[src/rtl/triad_link_arbiter.sv]
// triad_link_arbiter: round-robin share of one serial triad link among NCH peak-finder channels
// Ports: clock/reset_n (async, active-low); enable gates req capture; req/side per-channel
// peak pulse and half-strip bit; pending = occupied slots (channel output_busy);
// serial_out/frame_valid/frame_start = registered frame {1, channel, side}; drop_cnt = saturating drops.
module triad_link_arbiter #(
    parameter int NCH  = 8,
    parameter int GAP  = 1,
    parameter int CNTW = 8
) (
    input  logic            clock,
    input  logic            reset_n,
    input  logic            enable,
    input  logic [NCH-1:0]  req,
    input  logic [NCH-1:0]  side,
    output logic [NCH-1:0]  pending,
    output logic            serial_out,
    output logic            frame_valid,
    output logic            frame_start,
    output logic [CNTW-1:0] drop_cnt
);
    localparam int CHW = $clog2(NCH);
    localparam int FL = CHW + 2;
    localparam logic [CHW:0] LAST = (CHW+1)'(FL - 1);
    localparam logic [3:0] GAP_LD = (GAP > 0) ? 4'(GAP - 1) : 4'd0;

    typedef enum logic [1:0] {S_IDLE, S_SEND, S_GAP} state_t;

    state_t          state, state_nx;
    logic [CHW-1:0]  ptr, ptr_nx, win;
    logic [CHW:0]    shreg, shreg_nx, cnt, cnt_nx;
    logic [3:0]      gcnt, gcnt_nx;
    logic [NCH-1:0]  slot_side, clr, acc, drop;
    logic [CNTW+5:0] dsum;
    logic            ser_nx, fv_nx, fs_nx, eval, grant;

    // first pending slot at or above ptr, wrapping; downward scan lets the nearest overwrite
    always_comb begin
        win = ptr;
        for (int i = NCH - 1; i >= 0; i--)
            if (pending[ptr + CHW'(i)]) win = ptr + CHW'(i);
    end

    // grant evaluation happens in IDLE, on the edge ending the gap, or straight after the side bit when GAP=0
    assign eval  = state == S_IDLE || (state == S_GAP && gcnt == 4'd0) || (state == S_SEND && cnt == LAST && GAP == 0);
    assign grant = eval && |pending;
    assign clr   = grant ? NCH'(1) << win : '0;
    // a slot cleared by this edge's grant accepts a new request instead of dropping it
    assign acc   = enable ? req & ~(pending & ~clr) : '0;
    assign drop  = enable ? req & pending & ~clr : '0;
    assign dsum  = (CNTW+6)'(drop_cnt) + (CNTW+6)'($countones(drop));

    always_comb begin
        state_nx = state;
        ptr_nx   = ptr;
        shreg_nx = shreg;
        cnt_nx   = cnt;
        gcnt_nx  = gcnt;
        ser_nx   = 1'b0;
        fv_nx    = 1'b0;
        fs_nx    = 1'b0;
        if (grant) begin
            state_nx = S_SEND;
            ptr_nx   = win + CHW'(1);
            shreg_nx = {win, slot_side[win]};
            cnt_nx   = '0;
            ser_nx   = 1'b1;
            fv_nx    = 1'b1;
            fs_nx    = 1'b1;
        end else if (state == S_SEND && cnt != LAST) begin
            shreg_nx = shreg << 1;
            cnt_nx   = cnt + 1'b1;
            ser_nx   = shreg[CHW];
            fv_nx    = 1'b1;
        end else if (state == S_SEND && GAP > 0) begin
            state_nx = S_GAP;
            gcnt_nx  = GAP_LD;
        end else if (state == S_GAP && gcnt != 4'd0) begin
            gcnt_nx  = gcnt - 1'b1;
        end else begin
            state_nx = S_IDLE;
        end
    end

    always_ff @(posedge clock or negedge reset_n) begin
        if (!reset_n) begin
            state       <= S_IDLE;
            ptr         <= '0;
            shreg       <= '0;
            cnt         <= '0;
            gcnt        <= '0;
            serial_out  <= 1'b0;
            frame_valid <= 1'b0;
            frame_start <= 1'b0;
            pending     <= '0;
            slot_side   <= '0;
            drop_cnt    <= '0;
        end else begin
            state       <= state_nx;
            ptr         <= ptr_nx;
            shreg       <= shreg_nx;
            cnt         <= cnt_nx;
            gcnt        <= gcnt_nx;
            serial_out  <= ser_nx;
            frame_valid <= fv_nx;
            frame_start <= fs_nx;
            pending     <= (pending & ~clr) | acc;
            slot_side   <= (slot_side & ~acc) | (side & acc);
            drop_cnt    <= |dsum[CNTW+5:CNTW] ? '1 : dsum[CNTW-1:0];
        end
    end
endmodule

[config.mk]
export PLATFORM = sky130hd
export DESIGN_NAME = triad_link_arbiter
export DESIGN_NICKNAME = d
export VERILOG_FILES = /design/src/rtl/triad_link_arbiter.sv
export SDC_FILE = /design/constraint.sdc
export NUM_CORES = 1
export LEC_CHECK = 0
export CAP_MARGIN = 20
export CORE_UTILIZATION = 40
export CTS_BUF_LIST = sky130_fd_sc_hd__clkbuf_4 sky130_fd_sc_hd__clkbuf_8
export DETAILED_ROUTE_END_ITERATION = 12
export PLACE_DENSITY_LB_ADDON = 0.25
export RECOVER_POWER = 50
export SLEW_MARGIN = 20
export SYNTH_ARGS = -nofsm -noshare
export SYNTH_HDL_FRONTEND = slang
export SYNTH_SLANG_ARGS = --single-unit
[constraint.sdc]
create_clock -name clock -period 6.3 [get_ports clock]
set_input_delay 1.575 -clock clock [delete_from_list [all_inputs] [get_ports clock]]
set_output_delay 1.575 -clock clock [all_outputs]
set_load 0.005 [all_outputs]
# Yosys cells after proc, flatten, opt, wreduce, memory -nomap -nowiden
# Cells that the tools add are included.
[totals]
ff_bits = 44
in_bits = 19
output_inout_bits = 19
[op_classes]
add_sub_neg = 18
n_lt_le_gt_ge = 9
n_eq_ne = 5
shifts = 1
mux = 45
bitwise = 13
reduce_logical = 14
[ops]
columns = ["op", "n"]
rows = [
  ["AND 8 bit", 6],
  ["< comparator 3 x 4 -> 1 bit (second input constant)", 9],
  ["two-way mux 8 bit", 4],
  ["binary-select mux 1 bit (select 3 bit)", 9],
  ["two-way mux 3 bit", 8],
  ["two-way mux 4 bit", 6],
  ["inverter 8 bit", 3],
  ["OR 8 bit", 2],
  ["two-way mux 1 bit", 14],
  ["adder 3 bit (second input constant)", 4],
  ["adder 8 x 4 -> 9 bit", 1],
  ["adder 1 x 1 -> 2 bit", 4],
  ["two-way mux 2 bit", 4],
  ["OR reduction 8 bit", 1],
  ["<< shifter 1 x 3 -> 8 bit (first input constant)", 1],
  ["adder 2 x 2 -> 3 bit", 2],
  ["adder 3 x 1 -> 3 bit (second input constant)", 2],
  ["adder 3 x 2 -> 3 bit (second input constant)", 2],
  ["OR reduction 6 bit", 1],
  ["adder 3 x 3 -> 4 bit", 1],
  ["adder 4 x 1 -> 4 bit (second input constant)", 1],
  ["logical AND 1 bit", 4],
  ["zero test 4 bit", 1],
  ["!= test 4 x 3 -> 1 bit (second input constant)", 1],
  ["other kinds (12)", 14],
]

# Depth between registers and ports, before layout
# Gate-level depths: netlist of run 1.
[logic_depth]
word_depth = 22
ltp_mapped = 30

# Worst setup path before layout of run 1
# Ideal clock, no wire load.
[synth_timing]
kind = "register to register"
startpoint = "register ptr[1]"
endpoint = "register drop_cnt[4]"
setup_time_ps = 125
t_arrival_ps = 6300
required_time_ps = 6175
setup_slack_ps = -125
path_stages_with_launch = 29
n_path_buf = 1
cell_sequence = "dfrtp_1 > buf_2 > clkinv_1 > ha_1 > xnor2_4 > mux2i_1 > mux4_2 > and4b_4 > a2111o_1 > a21oi_2 > xnor2_1 > inv_1 > ha_1 > nand2_1 > o21ai_1 > nor2_1 > fa_1 > inv_1 > fa_1 > inv_1 > fa_1 > inv_1 > fa_1 > inv_1 > fa_1 > nand2_1 > nand2_1 > a21oi_1 > mux2_2"
[synth_via]
elab_chain_len = 22
[synth_rtl]
columns = ["element", "line_no", "rtl"]
rows = [
  ["from (decl)", "29", "logic [CHW-1:0] ptr, ptr_nx, win;"],
  ["from (signal assigned)", "99", "ptr <= ptr_nx;"],
  ["adder 3 bit", "40", "if (pending[ptr + CHW'(i)]) win = ptr + CHW'(i);"],
  ["binary-select mux 1 bit (select 3 bit)", "40", ""],
  ["two-way mux 1 bit (implied by the code)", "40", ""],
  ["two-way mux 3 bit (7 in a row)", "40", ""],
  ["two-way mux 3 bit *", "40", ""],
  ["<< shifter 1 x 3 -> 8 bit *", "46", "assign clr = grant ? NCH'(1) << win : '0;"],
  ["two-way mux 8 bit *", "46", ""],
  ["inverter 8 bit *", "49", "assign drop = enable ? req & pending & ~clr : '0;"],
  ["AND 8 bit *", "49", ""],
  ["two-way mux 8 bit *", "49", ""],
  ["adder 1 x 1 -> 2 bit (implied by the code)", "50", "assign dsum = (CNTW+6)'(drop_cnt) + (CNTW+6)'($countones(drop));"],
  ["adder 2 x 2 -> 3 bit (implied by the code)", "50", ""],
  ["adder 3 x 3 -> 4 bit (implied by the code) *", "50", ""],
  ["adder 8 x 4 -> 9 bit *", "50", ""],
  ["OR reduction 6 bit", "108", "drop_cnt <= |dsum[CNTW+5:CNTW] ? '1 : dsum[CNTW-1:0];"],
  ["two-way mux 8 bit *", "108", ""],
  ["to (signal assigned)", "108", ""],
  ["to (decl)", "19", "output logic [CNTW-1:0] drop_cnt"],
]
# Mark *: on every way between the ends. The rest lies on a longest branch, timed or not. The select of a mux whose other input is x is not followed.
# A chain may end at the register's enable or synchronous reset.

# Final worst setup path of run 1
[layout_timing]
startpoint = "register ptr[0]"
endpoint = "register drop_cnt[7]"
# The elaborated chain is that of the path after synthesis.

==> flow_results.xml, run 1 <==
<?xml version="1.0" encoding="UTF-8"?>
<metrics>
  <group name="floorplanning">
    <metric name="fp.dieArea" unit="µm²">8220</metric>
    <metric name="floorplan.core_area" unit="µm²">7410</metric>
    <metric name="top_level_ports" unit="">38</metric>
    <metric name="placementRows" unit="">31</metric>
    <metric name="floorplan.initialDensity" unit="">0.424</metric>
    <metric name="fp.dieW" unit="µm">90.6</metric>
    <metric name="die_h" unit="µm">90.6</metric>
  </group>
  <group name="synth">
    <metric name="ys_dominant_reg_cell" unit="">dfrtp_1</metric>
    <metric name="asyncSetResetFlopFracSynth" unit="">1.00</metric>
    <metric name="syn_area_per_cell" unit="µm²">9.52</metric>
    <metric name="yosysWarningCount" unit="">0</metric>
    <metric name="synth_edf_count" unit="">0</metric>
    <metric name="post_synth_num_cell_types" unit="">57</metric>
    <metric name="syn_inst" unit="">330</metric>
    <metric name="syn_nets" unit="">371</metric>
    <metric name="synth_seq_cells" unit="">44</metric>
    <metric name="yosysSeqAreaShare" unit="">0.350</metric>
    <metric name="mappedNetlistArea" unit="µm²">3140</metric>
  </group>
  <group name="cells_and_area">
    <metric name="multiInputGateArea" unit="µm²">1940</metric>
    <metric name="finalCoreUtilization" unit="">0.517</metric>
    <metric name="antenna_cells_inserted" unit="">0</metric>
    <metric name="drive_above_1_share" unit="">0.169</metric>
    <metric name="n_fill_cell" unit="">681</metric>
    <metric name="final-instance-count-excl-fill" unit="">478</metric>
    <metric name="nNetsFinal" unit="">420</metric>
    <metric name="synth_to_layout_area_growth" unit="%">21.9</metric>
    <metric name="post-route-cell-area" unit="µm²">3830</metric>
    <metric name="ff_latch_area" unit="µm²">1100</metric>
  </group>
  <group name="global_routing">
    <metric name="grt_antenna_before_repair" unit="">0</metric>
    <metric name="wire_length_of_the_first_global_routing_pass" unit="µm">11800</metric>
    <metric name="overflow" unit="">0</metric>
    <metric name="via_count_of_the_first_global_routing_pass" unit="">2411</metric>
    <metric name="grtUsageTotal" unit="">0.179</metric>
    <metric name="grt_max_degree" unit="">45</metric>
  </group>
  <group name="outcome">
    <metric name="violated_checks" unit="">max-capacitance violations, max-slew violations</metric>
    <metric name="run_status" unit="">complete, but fails checks</metric>
  </group>
  <group name="sta">
    <metric name="worst_slew_pin_slew" unit="ns">2.36</metric>
    <metric name="final_period_minus_worst_setup_slack" unit="ns">6.09</metric>
    <metric name="skew" unit="ns">0.00353</metric>
    <metric name="layout_worst_path_cycle_share" unit="">0.966</metric>
    <metric name="max_freq" unit="MHz">164</metric>
    <metric name="fin_tns_setup" unit="ns">0</metric>
    <metric name="timing.final.setup_violations" unit="">0</metric>
    <metric name="final-hold-violation-count" unit="">0</metric>
    <metric name="timing.slew.headroom" unit="">-0.575</metric>
    <metric name="drv_slew" unit="">45</metric>
  </group>
  <group name="clock_network">
    <metric name="cts-root-buf" unit="">clkbuf_8</metric>
    <metric name="cts_max_level" unit="">2</metric>
    <metric name="cts_max_path_buffers" unit="">2</metric>
    <metric name="clk_pin_slew" unit="ns">0.08</metric>
    <metric name="clock_latency" unit="ns">0.29</metric>
    <metric name="tritoncts" unit="">built</metric>
    <metric name="clock_sink_count" unit="">44</metric>
    <metric name="cts-buffers-inserted" unit="">5</metric>
  </group>
  <group name="drt">
    <metric name="detail_route.iter0.violations" unit="">181</metric>
    <metric name="vias" unit="">2572</metric>
    <metric name="antenna_violating_nets_post_route" unit="">0</metric>
    <metric name="vias_per_cell" unit="">5.38</metric>
    <metric name="routed_wirelength" unit="µm">7290</metric>
    <metric name="drt_first_pass_iters" unit="">4</metric>
    <metric name="post-route-drc-count" unit="">0</metric>
    <metric name="avgRoutedWirePerCell" unit="µm">15.2</metric>
  </group>
  <group name="setup_path">
    <metric name="cp_slowest_cell" unit="">fa_1</metric>
    <metric name="cp_data_arrival_time" unit="ns">6.28</metric>
    <metric name="worstSetupEndpointType" unit="">flip-flop</metric>
    <metric name="crit_path_frequent_cell" unit="">inv_1</metric>
    <metric name="critical_path_required" unit="ns">6.49</metric>
    <metric name="worst-path-max-fanout" unit="">5</metric>
    <metric name="crit_path_max_incr_delay" unit="ns">0.53</metric>
    <metric name="crit_type" unit="">flip-flop to flip-flop</metric>
    <metric name="cp-start-kind" unit="">flip-flop</metric>
  </group>
  <group name="power_and_ir_drop">
    <metric name="ir_worst_vdd" unit="mV">0.241</metric>
    <metric name="net-switching-power" unit="µW">345</metric>
    <metric name="cellInternalPower" unit="µW">624</metric>
    <metric name="cellPowerDensity" unit="nW/µm²">253</metric>
    <metric name="clock_power_share" unit="">0.176</metric>
    <metric name="power.combinational.fraction" unit="">0.435</metric>
    <metric name="cellLeakagePower" unit="nW">1.71</metric>
    <metric name="p_sw_frac" unit="">0.356</metric>
    <metric name="share_seq_of_total_power" unit="">0.389</metric>
  </group>
  <group name="placement">
    <metric name="dpl_cell_area" unit="µm²">3670</metric>
    <metric name="place_congestion" unit="">0.910</metric>
    <metric name="numPortBuffers" unit="">37</metric>
    <metric name="placed_cells_incl_taps" unit="">466</metric>
    <metric name="dp.final_hpwl" unit="µm">5400</metric>
  </group>
  <group name="job">
    <metric name="maxCapViolations" unit="">1</metric>
  </group>
  <group name="worst_hold_path">
    <metric name="class_of_the_tightest_hold_or_removal_check" unit="">flip-flop to flip-flop</metric>
  </group>
</metrics>
[synthesized netlist by cell type (4+ instances only)]
cell      number  area share
or2_2          4      0.0080
mux2_1         7       0.025
a21oi_1        9       0.014
nor2_1        27       0.032
clkbuf_1       6      0.0072
nor3_1         4      0.0064
a22oi_1        4      0.0096
nand2_1       51       0.061
o21ai_1        6      0.0096
nand3_1       16       0.025
xnor2_1        6       0.017
mux2i_1       11       0.035
nand4_1        4      0.0080
xor2_1         5       0.014
mux4_2         9       0.064
inv_1         22       0.026
ha_1          17       0.068
fa_1           5       0.032
o21ai_0       10       0.016
dfrtp_1       44        0.35
mux2_2         9       0.032
nand2b_1       5       0.010
nor4_1         5       0.010
[final timing paths]
check                      slack, ns                 start  depth (start not counted)                     to
max                             0.21    ptr[0]$_DFFE_PN0P_                         29  drop_cnt[7]$_DFF_PN0_
min                             0.49  shreg[3]$_DFFE_PN0N_                          2   serial_out$_DFF_PN0_
max reg2reg                     0.21    ptr[0]$_DFFE_PN0P_                         29  drop_cnt[7]$_DFF_PN0_
min reg2reg                     0.49  shreg[3]$_DFFE_PN0N_                          2   serial_out$_DFF_PN0_
max in group asynchronous       2.97               reset_n                          1   pending[1]$_DFF_PN0_
min in group asynchronous       1.99               reset_n                          1  drop_cnt[6]$_DFF_PN0_
[worst max-delay path: cells and delay by family (launching register included)]
family / cells / cell delay [ns]
adder cells (fa/ha/maj): 6 / 2.26
flip-flops: 1 / 0.38
multiplexers: 2 / 0.63
buffers and inverters: 7 / 0.57
XOR/XNOR: 2 / 0.34
AND/OR/NAND/NOR: 5 / 0.61
AO/OA/AOI/OAI: 7 / 1.20
[logic make-up (layout without fill, tap and decap cells)]
logic type,Yosys count,in the layout,synth area share
fa+ha+maj,22,22,0.0995
compound gates,51,51,0.113
mux,36,36,0.157
xor+xnor,12,12,0.0394
flops,44,44,0.350
buf+inv,36,85,0.0454
simple gates,129,129,0.195
[area by class of cell]
type,count,area share
Sequential cell,44,0.287
Timing Repair Buffer,53,0.126
Clock inverter,2,0.00327
Tap cell,99,0.0323
Inverter,25,0.0252
Clock buffer,5,0.0180
Multi-Input combinational cell,250,0.507
[what timing repair did]
action,in CTS,in global routing
hold endpoints to repair,0,0
buffers inserted,1,4
hold buffers,0,0
resized for setup,1,10
pin swaps,1,12
endpoints found under the setup margin,2,8
[stage by stage]
step / worst slack (ns) / power (mW) / hold slack (ns)
after floorplan: 0.0536 / 0.628 / 0.446
after global placement: 0.154 / 0.769 / 0.469
after detailed placement: -0.0199 / 0.772 / 0.467
after CTS: 0.00130 / 0.948 / 0.491
after global routing: -0.0807 / 1.04 / 0.509
final: 0.214 / 0.969 / 0.487
[metal layers]
layer  global-route usage  vias to the layer above  share of wire
met5                    0                        -              0
met4               0.0551                        0          0.024
met3               0.0311                       15          0.037
met2                0.299                       59           0.48
met1                0.235                     1241           0.45
li1                     -                     1257              -
[power groups by stage]
stage | Combinational [mW] | Sequential (mW) | Clock [mW]
2_1_floorplan | 0.255 | 0.373 | 0
3_5_place_dp | 0.392 | 0.379 | 0
3_3_place_gp | 0.389 | 0.380 | 0
6_report | 0.422 | 0.377 | 0.171
5_1_grt | 0.473 | 0.383 | 0.185
4_1_cts | 0.398 | 0.375 | 0.174
[cells in the final DEF (no fill, tap or decap), drive strengths merged, types with 3 or more instances in the layout]
| cell type | netlist | final |
|---|---|---|
| nand2 | 51 | 51 |
| dfrtp | 44 | 44 |
| clkdlybuf4s50 | 0 | 36 |
| nor2 | 27 | 27 |
| inv | 23 | 23 |
| ha | 17 | 17 |
| buf | 5 | 16 |
| nand3 | 16 | 16 |
| mux2 | 16 | 16 |
| o21ai | 16 | 16 |
| mux2i | 11 | 11 |
| a21oi | 11 | 11 |
| mux4 | 9 | 9 |
| xnor2 | 7 | 7 |
| nand2b | 6 | 6 |
| clkbuf | 6 | 6 |
| xor2 | 5 | 5 |
| nor4 | 5 | 5 |
| fa | 5 | 5 |
| nor3 | 4 | 4 |
| nand4 | 4 | 4 |
| a22oi | 4 | 4 |
| or2 | 4 | 4 |
| clkinv | 2 | 3 |
| o31ai | 3 | 3 |
| o211ai | 3 | 3 |
| a21boi | 3 | 3 |
(Power assumes the default switching activity.)
==> run 2, diff against run 1 <==
- CELL_PAD_IN_SITES_DETAIL_PLACEMENT: not set -> 0
- CELL_PAD_IN_SITES_GLOBAL_PLACEMENT: not set -> 1
==> run 2 against run 1 <==
Fmax increased by 1.4%. Die area stayed put. The flow still finishes with violations (max-capacitance violations, max-slew violations). Flip-flop and latch count stayed put. First-iteration DRC count up 9.9%. Critical path depth fell by 2. Largest power group unchanged. Routed wire length rose by 2.8%. Register-to-register slack better by 0.08 ns. Global-route usage increased by 1.1 points. Count of clock-buffer cells in the layout did not move. Critical endpoint is now drop_cnt[4]$_DFF_PN0_. Cell count up 0.42%. Sequential share of layout area is 0.24 points lower.
==> flow_results.xml, run 2 (synthesis results as in run 1) <==
<?xml version="1.0" encoding="UTF-8"?>
<metrics>
  <group name="setup_path">
    <metric name="worst-path-max-fanout" unit="">5</metric>
    <metric name="worstSetupEndpointType" unit="">flip-flop</metric>
    <metric name="cp-start-kind" unit="">flip-flop</metric>
    <metric name="reg2reg_setup_slack" unit="ns">0.30</metric>
    <metric name="cp_data_arrival_time" unit="ns">6.19</metric>
    <metric name="critical_path.top_delay_family" unit="">adder cells</metric>
    <metric name="cp-startpoint" unit="">ptr[1]$_DFFE_PN0P_</metric>
    <metric name="critPathBufInv" unit="">6</metric>
    <metric name="r2r-start" unit="">ptr[1]$_DFFE_PN0P_</metric>
    <metric name="critical_path_required" unit="ns">6.48</metric>
    <metric name="cp_slowest_cell" unit="">mux4_2</metric>
    <metric name="crit_type" unit="">flip-flop to flip-flop</metric>
    <metric name="crit_path_max_incr_delay" unit="ns">0.52</metric>
  </group>
  <group name="power_and_ir_drop">
    <metric name="cellLeakagePower" unit="nW">1.72</metric>
    <metric name="ir_worst_vdd" unit="mV">0.228</metric>
    <metric name="report.power.total" unit="µW">989</metric>
    <metric name="cellPowerDensity" unit="nW/µm²">256</metric>
  </group>
  <group name="global_routing">
    <metric name="grtUsageTotal" unit="">0.190</metric>
    <metric name="grt_max_degree" unit="">45</metric>
    <metric name="wire_length_of_the_first_global_routing_pass" unit="µm">12400</metric>
    <metric name="via_count_of_the_first_global_routing_pass" unit="">2542</metric>
    <metric name="overflow" unit="">0</metric>
    <metric name="grt_antenna_before_repair" unit="">0</metric>
  </group>
  <group name="cells_and_area">
    <metric name="antenna_cells_inserted" unit="">0</metric>
    <metric name="nNetsFinal" unit="">422</metric>
    <metric name="drive_above_1_share" unit="">0.184</metric>
    <metric name="final_cell_mix" unit="">nand2_1 (51), dfrtp_1 (44), clkdlybuf4s50_1 (36)</metric>
    <metric name="post-route-cell-area" unit="µm²">3860</metric>
    <metric name="mostFrequentLayoutCell" unit="">nand2_1</metric>
    <metric name="synth_to_layout_area_growth" unit="%">22.9</metric>
    <metric name="n_fill_cell" unit="">699</metric>
  </group>
  <group name="sta">
    <metric name="worst_hold_slack" unit="ns">0.492</metric>
    <metric name="timing.final.setup_violations" unit="">0</metric>
    <metric name="layout_worst_path_cycle_share" unit="">0.953</metric>
    <metric name="fin_tns_setup" unit="ns">0</metric>
    <metric name="drv_slew" unit="">45</metric>
    <metric name="worst_slew_pin_slew" unit="ns">2.39</metric>
    <metric name="final-hold-violation-count" unit="">0</metric>
    <metric name="skew" unit="ns">0.0110</metric>
    <metric name="max_freq" unit="MHz">167</metric>
    <metric name="timing.slew.headroom" unit="">-0.593</metric>
    <metric name="final_period_minus_worst_setup_slack" unit="ns">6.00</metric>
  </group>
  <group name="floorplanning">
    <metric name="top_level_ports" unit="">38</metric>
    <metric name="placementRows" unit="">31</metric>
    <metric name="die_h" unit="µm">90.6</metric>
    <metric name="floorplan.core_area" unit="µm²">7410</metric>
    <metric name="floorplan.initialDensity" unit="">0.424</metric>
    <metric name="fp.dieW" unit="µm">90.6</metric>
    <metric name="fp.dieArea" unit="µm²">8220</metric>
  </group>
  <group name="clock_network">
    <metric name="cts_max_level" unit="">2</metric>
    <metric name="clock_latency" unit="ns">0.29</metric>
    <metric name="cts_max_path_buffers" unit="">2</metric>
    <metric name="tritoncts" unit="">built</metric>
    <metric name="cts-root-buf" unit="">clkbuf_8</metric>
    <metric name="clk_pin_slew" unit="ns">0.08</metric>
    <metric name="clock_sink_count" unit="">44</metric>
    <metric name="cts-buffers-inserted" unit="">5</metric>
  </group>
  <group name="outcome">
    <metric name="violated_checks" unit="">max-capacitance violations, max-slew violations</metric>
    <metric name="run_status" unit="">complete, but fails checks</metric>
  </group>
  <group name="drt">
    <metric name="drt_first_pass_iters" unit="">4</metric>
    <metric name="vias_per_cell" unit="">5.39</metric>
    <metric name="routed_wirelength" unit="µm">7490</metric>
    <metric name="detail_route.iter0.violations" unit="">199</metric>
    <metric name="post-route-drc-count" unit="">0</metric>
    <metric name="vias" unit="">2585</metric>
    <metric name="avgRoutedWirePerCell" unit="µm">15.6</metric>
    <metric name="antenna_violating_nets_post_route" unit="">0</metric>
  </group>
  <group name="placement">
    <metric name="place_congestion" unit="">0.899</metric>
    <metric name="dpl_cell_area" unit="µm²">3690</metric>
    <metric name="numPortBuffers" unit="">37</metric>
    <metric name="dp.final_hpwl" unit="µm">5580</metric>
  </group>
  <group name="worst_hold_path">
    <metric name="class_of_the_tightest_hold_or_removal_check" unit="">flip-flop to flip-flop</metric>
    <metric name="hp-start" unit="">shreg[3]$_DFFE_PN0N_</metric>
  </group>
  <group name="job">
    <metric name="maxCapViolations" unit="">1</metric>
  </group>
</metrics>
-- run 2: tightest hold or removal path: cells and delay by family, from the launching register on --
kind	cells	cell delay [ns]
flip-flops	1	0.36
AND/OR/NAND/NOR	2	0.11
-- run 2: power by group --
group / switching, mW / leakage (nW) / internal (mW)
Sequential: 0.0489 / 0.521 / 0.330
Combinational: 0.210 / 1.16 / 0.231
Clock: 0.0946 / 0.0400 / 0.0752
Total: 0.353 / 1.72 / 0.636
-- run 2: final timing paths --
check / endpoint / depth (start not counted)
worst max-delay path: drop_cnt[4]$_DFF_PN0_ / 27
worst min-delay path: serial_out$_DFF_PN0_ / 2
worst max register to register: drop_cnt[4]$_DFF_PN0_ / 27
worst min register to register: serial_out$_DFF_PN0_ / 2
max in group asynchronous: gcnt[3]$_DFFE_PN0P_ / 1
min in group asynchronous: drop_cnt[6]$_DFF_PN0_ / 1
-- run 2: final cells by class --
| type | instances | area (µm²) | area share |
|---|---|---|---|
| clock buffer | 5 | 68.8 | 0.0178 |
| clock inverter | 2 | 12.5 | 0.00324 |
| inverter | 25 | 96.3 | 0.0249 |
| multi-input combinational | 250 | 1960 | 0.509 |
| sequential | 44 | 1100 | 0.285 |
| tap | 99 | 124 | 0.0321 |
| timing repair buffer | 55 | 495 | 0.128 |
-- run 2: metal layers --
metal,share of wire,track usage
met3,0.044,0.0303
met1,0.46,0.253
met2,0.48,0.318
met5,0,0
met4,0.015,0.0565
-- run 2: repair_timing --
action	4_1_cts	5_1_grt
gates resized for setup	0	17
hold buffers	0	0
setup endpoints to repair	0	8
setup buffers	0	5
-- run 2: per-stage QoR --
stage	utilization	instances	setup slack, ns
after detailed placement	0.498	468	0.0297
after CTS	0.509	475	0.0303
after global routing	0.521	480	-0.0112
after floorplan	-	330	0.0536
final	0.521	480	0.295
after global placement	0.498	468	0.127
==> run 3, diff against run 2 <==
- ABC_CLOCK_PERIOD_IN_PS: not set -> 6300
- CTS_CLUSTER_DIAMETER: not set -> 120
==> results of run 3 <==
Same layout as run 2: the final DEF is identical, and so are final timing and power.
==> edit, RTL diff (settings of run 3) <==
Make the reset (`reset_n`) synchronous in one clocked block. Comments in the files are not updated.
--- a/src/rtl/triad_link_arbiter.sv
+++ b/src/rtl/triad_link_arbiter.sv
@@ -83,3 +83,3 @@
 
-    always_ff @(posedge clock or negedge reset_n) begin
+    always_ff @(posedge clock) begin
         if (!reset_n) begin
Formal check against the unedited RTL: differs if reset_n is asserted again (counterexample within 4 cycles, from zero or initial values and one cycle with reset_n low); with reset_n held inactive, the same outputs for 4 cycles.
==> edit against run 3 <==
  * Global-route usage is 0.78 points higher
  * Cell area rose by 7.6%
  * Cell count rose by 11%
  * Critical path depth rose by 1
  * Area after synthesis up 0.80%
  * Wire length increased by 11%
  * Worst setup slack worse by 0.16 ns
  * Count of clock-buffer cells in the layout grew 2
  * Sequential cell count did not move
  * Critical endpoint is now drop_cnt[2]
  * Largest cell class unchanged
Power is not compared: it rests on default switching activity, and its combinational part moved more than twofold at a synthesized area within 25%.
==> edit: results (changes against run 3) <==
metric,value,unit,change
multi_input_area_share,53.8,%,was 50.9%
clkbuf_count,7,,was 5
num-nonclk-buffers,76,,was 55
status,completed,,"was finished, violations left"
inverters,24,,was 25
grt_max_degree,26,,was 45
drt_iter0_drc,136,,was 199
finClkSkew,0.00386,ns,was 0.0110 ns
nNetsFinal,472,,was 422
layout-drive-gt1-share,22.0,%,was 18.4%
synth_compound_area_share,17.2,%,was 11.3%
multi_input_gates,279,,was 250
worst_slew_pin_slew,0.876,ns,was 2.39 ns
synthMuxAreaShare,18.3,%,was 15.7%
synth.net_count,407,,was 371
synth_cell_type_count,54,,was 57
synth-adder-area-share,10.3,%,was 9.95%
dpl_cell_area,3850,sq um,was 3690 sq um
sh_seq_area,21.4,%,was 28.5%
grt_pass1_vias,2834,,"was 2,542"
hpwl,6.00,mm,was 5.58 mm
synthXorXnorAreaFrac,3.04,%,was 3.94%
fill_cells,741,,was 699
netlist_top_cells_area,"dfxtp_1, mux4_2, ha_1",,"was dfrtp_1, ha_1, mux4_2"
critPathArrivalTime,6.37,ns,was 6.19 ns
gp_congestion,0.865,,was 0.899
cp_slowest_stage_delay,0.57,ns,was 0.52 ns
synth-main-ff-cell,dfxtp_1,,was dfrtp_1
netlist_top_cells_count,"nand2_1, dfxtp_1, nor2_1, a21oi_1, inv_1",,"was nand2_1, dfrtp_1, nor2_1, inv_1, ha_1"
grt_pass1_wl,13.2,mm,was 12.4 mm
slew_violations,0,,was 45
buffer_area_share,16.4,%,was 12.8%
## edit: per-layer routing
metal	up-vias	track usage, %	wire length, um
met5	-	0	0
met4	0	7.14	216
met3	18	2.68	352
met2	82	34.8	4240
met1	1375	24.7	3530
li1	1426	-	-
## edit: metrics by stage
stage          total power, mW  hold slack (ns)  worst slack (ns)  std cells
4_1_cts                   1.69            0.462           0.00673        525
5_1_grt                   2.00            0.484            -0.107        533
3_5_place_dp              1.44            0.450            0.0334        517
2_1_floorplan             1.08            0.432            0.0231        365
3_3_place_gp              1.44            0.442            0.0970        517
6_report                  1.87            0.460             0.137        533
## edit: final timing paths
path | to | slack, ns | from | depth (start not counted)
setup / recovery | drop_cnt[2] | 0.14 | ptr[1] | 28
hold / removal | flop | 0.46 | flop | 2
setup reg to reg | drop_cnt[2] | 0.14 | ptr[1] | 28
hold reg to reg | flop | 0.46 | flop | 2
